### src/rtl/spi_slave_param.sv
// rtl/spi_slave_param.sv - parametrised SPI slave (width, CPOL/CPHA, bit order) in the clk domain
// Oversamples sck/mosi/ssel through synchronisers and exchanges words via one-cycle pulses.
module spi_slave_param #(
    parameter int DATA_WIDTH  = 8,
    parameter int CPOL        = 0,
    parameter int CPHA        = 0,
    parameter int MSB_FIRST   = 1,
    parameter int SYNC_STAGES = 2
) (
    input  logic                  clk,
    input  logic                  rst,
    input  logic                  sck,
    input  logic                  mosi,
    input  logic                  ssel,
    output logic                  miso,
    output logic                  misoOe,
    output logic                  byteReceived,
    output logic [DATA_WIDTH-1:0] receivedData,
    output logic                  dataNeeded,
    input  logic [DATA_WIDTH-1:0] dataToSend,
    output logic                  busy,
    output logic                  frameAbort
);

    localparam int             CW       = $clog2(DATA_WIDTH + 1);
    localparam logic           SCK_IDLE = (CPOL != 0);
    localparam logic [CW-1:0]  LAST_BIT = CW'(DATA_WIDTH - 1);

    typedef enum logic {IDLE, ACTIVE} stateType;

    stateType state, stateNext;

    logic [SYNC_STAGES-1:0] sckChain, mosiChain, sselChain, validChain;
    logic sckPrev, sselPrev, sselReady;
    logic sckS, mosiS, sselS;
    logic leadingEdge, trailingEdge, sampleEdge, shiftEdge, sselFall, sselRise;
    logic startFrame, sampleEn, wordDone, shiftEn, abortNow;
    logic [CW-1:0]         bitCount;
    logic                  armed;
    logic [DATA_WIDTH-1:0] rxShift, rxNext, txBuf;

    // validChain marks when sselS carries a real post-reset sample, so a frame
    // already running at reset release is not mistaken for a fresh select.
    always_ff @(posedge clk or posedge rst) begin
        if (rst) begin
            sckChain   <= {SYNC_STAGES{SCK_IDLE}};
            mosiChain  <= '0;
            sselChain  <= '1;
            validChain <= '0;
            sckPrev    <= SCK_IDLE;
            sselPrev   <= 1'b1;
            sselReady  <= 1'b0;
        end else begin
            sckChain   <= {sckChain[SYNC_STAGES-2:0], sck};
            mosiChain  <= {mosiChain[SYNC_STAGES-2:0], mosi};
            sselChain  <= {sselChain[SYNC_STAGES-2:0], ssel};
            validChain <= {validChain[SYNC_STAGES-2:0], 1'b1};
            sckPrev    <= sckS;
            sselPrev   <= sselS;
            if (validChain[SYNC_STAGES-1] && sselS) begin
                sselReady <= 1'b1;
            end
        end
    end

    assign sckS  = sckChain[SYNC_STAGES-1];
    assign mosiS = mosiChain[SYNC_STAGES-1];
    assign sselS = sselChain[SYNC_STAGES-1];

    assign leadingEdge  = (sckPrev == SCK_IDLE) && (sckS != SCK_IDLE);
    assign trailingEdge = (sckPrev != SCK_IDLE) && (sckS == SCK_IDLE);
    assign sampleEdge   = (CPHA != 0) ? trailingEdge : leadingEdge;
    assign shiftEdge    = (CPHA != 0) ? leadingEdge : trailingEdge;
    assign sselFall     = sselReady && sselPrev && !sselS;
    assign sselRise     = !sselPrev && sselS;

    assign busy   = sselReady && !sselS;
    assign misoOe = busy;
    assign miso   = busy && ((MSB_FIRST != 0) ? txBuf[DATA_WIDTH-1] : txBuf[0]);
    assign rxNext = (MSB_FIRST != 0) ? {rxShift[DATA_WIDTH-2:0], mosiS}
                                     : {mosiS, rxShift[DATA_WIDTH-1:1]};

    always_ff @(posedge clk or posedge rst) begin
        if (rst) begin
            state <= IDLE;
        end else begin
            state <= stateNext;
        end
    end

    // Deselect wins over a coincident sample edge.
    always_comb begin
        stateNext  = state;
        startFrame = 1'b0;
        sampleEn   = 1'b0;
        wordDone   = 1'b0;
        shiftEn    = 1'b0;
        abortNow   = 1'b0;
        case (state)
            IDLE: begin
                if (sselFall) begin
                    stateNext  = ACTIVE;
                    startFrame = 1'b1;
                end
            end
            ACTIVE: begin
                if (sselRise) begin
                    stateNext = IDLE;
                    abortNow  = (bitCount != '0);
                end else if (sampleEdge) begin
                    sampleEn = 1'b1;
                    wordDone = (bitCount == LAST_BIT);
                end else if (shiftEdge && armed) begin
                    shiftEn = 1'b1;
                end
            end
            default: stateNext = IDLE;
        endcase
    end

    always_ff @(posedge clk or posedge rst) begin
        if (rst) begin
            bitCount     <= '0;
            armed        <= 1'b0;
            rxShift      <= '0;
            txBuf        <= '0;
            receivedData <= '0;
            byteReceived <= 1'b0;
            dataNeeded   <= 1'b0;
            frameAbort   <= 1'b0;
        end else begin
            byteReceived <= wordDone;
            dataNeeded   <= startFrame || wordDone;
            frameAbort   <= abortNow;
            if (startFrame || wordDone) begin
                bitCount <= '0;
                armed    <= 1'b0;
            end else if (sampleEn) begin
                bitCount <= bitCount + CW'(1);
                armed    <= 1'b1;
            end
            if (sampleEn) begin
                rxShift <= rxNext;
            end
            if (wordDone) begin
                receivedData <= rxNext;
            end
            if (dataNeeded) begin
                txBuf <= dataToSend;
            end else if (shiftEn) begin
                txBuf <= (MSB_FIRST != 0) ? (txBuf << 1) : (txBuf >> 1);
            end
        end
    end

endmodule

### config.mk
export PLATFORM = sky130hd
export DESIGN_NAME = spi_slave_param
export DESIGN_NICKNAME = d
export VERILOG_FILES = /design/src/rtl/spi_slave_param.sv
export SDC_FILE = /design/constraint.sdc
export NUM_CORES = 1
export LEC_CHECK = 0
export BUFFER_PORTS_ARGS = -buffer_cell sky130_fd_sc_hd__buf_2
export CORE_AREA = 2 2 60 62
export CTS_CLUSTER_DIAMETER = 120
export DETAILED_ROUTE_END_ITERATION = 12
export DIE_AREA = 0 0 62 64
export PLACE_DENSITY = 0.74
export SYNTH_ARGS = -nofsm -noshare
export SYNTH_HDL_FRONTEND = slang
export SYNTH_SLANG_ARGS = --single-unit
### constraint.sdc
create_clock -name clk -period 2.4 [get_ports clk]
set_clock_uncertainty 0.2 [all_clocks]
set_input_delay 0.24 -clock clk [delete_from_list [all_inputs] [get_ports clk]]
set_output_delay 0.24 -clock clk [all_outputs]
set_load 0.005 [all_outputs]
==> metrics.cfg <==
[synthesis]
netlist_area_sq_mm=0.001709
netlist_top_cells_count=40 x dfrtp_1, 38 x nand2_1, 14 x a21oi_1
ys_seq_area_frac=0.6318
ys.warnings.count=0
async_flop_share=1.000
yosysTopAreaCell=dfrtp_1
synth_cell_types=33
synth_top_area_share=0.5857
synth.area.top_cells=dfrtp_1 59%, nand2_1 8.3%, mux2_4 6.1%, dfstp_2 4.6%, a21oi_1 4.1%
synth.most_common_cell=dfrtp_1
syn_nets=164
synth_cells=149
synth-seq-cells=43
synth-main-ff-cell=dfrtp_1
avgSynthCellArea_sq_um=11.47
synth_edf_count=0

[timing]
tns_ps=0
rsz0062_at_grt=no
holdWs_ps=164.3
fin_crit_sh=0.8371
slew_violations=0
hold_viol=0
fin_crit_ps=2009
relSlewSlack=0.6198
tightestPinTransition_ps=568.9
worst_slack_ps=390.9
finalSetupViolations=0
clock.fmax_ghz=0.4977

[placed_design]
place_area_sq_mm=0.001883
place_ws_ps=379.2
dp_hpwl_mm=1.937
placed_cells=218
gp_congestion=0.8144
port_buffers=26

[die]
fp.dieH_microns=64
core_area_sq_mm=0.003284
die_x_microns=62
row_count=21
initial_core_util=0.5204
die_area_sq_mm=0.003968
ios=27

[setup_path]
crit_chain=nand2b_2 -> and4b_1 -> nand2_1 -> mux2_2
slowest_stage=dfstp_2
cpPeakStageDelay_ps=580
path_class=reg2reg
end_kind=flip-flop
critPathArrivalTime_ps=2050
crit_required_ps=2440
start_kind=flip-flop
worstPathMaxFanout=11

[power_and_ir_drop]
power.share.combinational=0.141
pwr-share-seq=0.632
leakagePower_nw=1.076
power_frac_clock=0.227
switching_share=0.2749
p_switching_mw=0.3981
power.internal_mw=1.050
total_power_mw=1.448
pwr_density_cell_mw_per_mm2=705.3
irDropWorstVdd_mv=0.4055

[global_route]
grt_pass1_wl_mm=4.802
antenna_found_initial=0
grtUsageTotal=0.1687
grt_pass1_vias=1054
overflow=0
grt_max_degree=44

[cts]
clock-sinks=43
clk_pin_slew_worst_paths_ps=120
cts_root_buf=clkbuf_4
clockBufferDepth=2
cts_buffers=5
clk_latency_ps=340
cts_resized=0
post_cts_buffers=0
h-tree-depth=2
cts_tree=done

[outcome]
status=finished, final reports clean

[drt]
wl_mm=3.006
wl_per_cell_microns=12.63
vias=1156
drtIter0Drc=35
ant_nets=0
vias_per_cell=4.857
drc=0
drt_first_pass_iters=4

[worst_hold_path]
hold_class=reg2reg

[layout]
post-route-util=0.6251
syn_to_final_growth_pct=20.13
layout-drive-gt1-share=0.2448
antennaDiodeCount=0
layout.cells.non_filler=238
fin_nets=206
fillCellCount=269
fin_area_sq_mm=0.002053

[flow_run]
cap_violations=0

-- area by class of cell --
class	instances	area, sq um	share of cell area
repair buffers	41	272.8	0.1328
well taps	46	57.56	0.02803
clock inverters	1	5.005	0.002438
multi-input cells	95	574.3	0.2797
flip-flops and latches	43	1080	0.5259
clock buffers	7	45.04	0.02194
inverters	5	18.77	0.009141
-- worst max-delay path, delay by kind of cell (launching register included) --
family	cells	cell delay, ps
flip-flops	1	580
multiplexers	1	400
AND/OR/NAND/NOR	3	740
-- power by group through the flow --
| stage | Clock [mW] | Combinational, mW | Sequential (mW) |
|---|---|---|---|
| after global placement | 0 | 0.174 | 0.919 |
| final | 0.329 | 0.204 | 0.916 |
| after detailed placement | 0 | 0.192 | 0.930 |
| after CTS | 0.339 | 0.208 | 0.916 |
| after global routing | 0.372 | 0.238 | 0.930 |
| after floorplan | 0 | 0.140 | 0.907 |
-- layout by cell type, fill, tap and decap left out, types with 2 or more instances in the layout --
cell           synthesis  final
nor2b_1                9      9
nand3_1                2      2
nand2_1               38     38
o21ai_0                3      3
dlygate4sd3_1          0     12
buf_4                  1      3
a21oi_1               14     14
buf_2                  2     26
clkbuf_1               2      2
ha_1                   2      2
inv_1                  5      5
dfrtp_1               40     40
clkbuf_4               0      5
nor2_1                 2      2
dfstp_2                3      3
mux2_4                 7      7
-- worst paths after layout --
kind,from,endpoint,slack (ps),cells past startpoint
setup reg to reg,sselChain[1],receivedData[6],390,4
hold reg to reg,mosiChain[0],mosiChain[1],160,0
min in group asynchronous,rst,sckChain[0],370,4
setup / recovery,sselChain[1],receivedData[6],390,4
hold / removal,mosiChain[0],mosiChain[1],160,0
max in group asynchronous,rst,sselChain[0],1270,4
-- state kept, by name, summed over array words and instances (netlist names), 2 cells and up --
name,cells
bitCount,4
mosiChain,2
receivedData,8
rxShift,7
sckChain,2
sselChain,2
txBuf,8
validChain,2
-- logic make-up after synthesis --
family | after synthesis | synth area share
DFF | 43 | 0.6318
AOI/OAI and AO/OA | 23 | 0.07761
adders and majority gates | 2 | 0.01464
and+or+nand+nor | 60 | 0.1677
buffers and inverters | 11 | 0.03222
other | 1 | 0.002194
muxes | 9 | 0.07394
-- what timing repair did --
item	CTS	global route
hold buffers	12	0
endpoints found under the hold margin	51	0
endpoints found under the setup margin	0	0
-- metal layers --
| layer | share of wire | up-vias | track usage | wire length [microns] |
|---|---|---|---|---|
| li1 | - | 571 | - | - |
| met3 | 0.057 | 5 | 0.06073 | 171 |
| met2 | 0.48 | 38 | 0.2552 | 1447 |
| met1 | 0.45 | 542 | 0.2274 | 1353 |
| met5 | 0 | - | 0 | 0 |
| met4 | 0.011 | 0 | 0.04787 | 34 |
(Power assumes the default switching activity.)
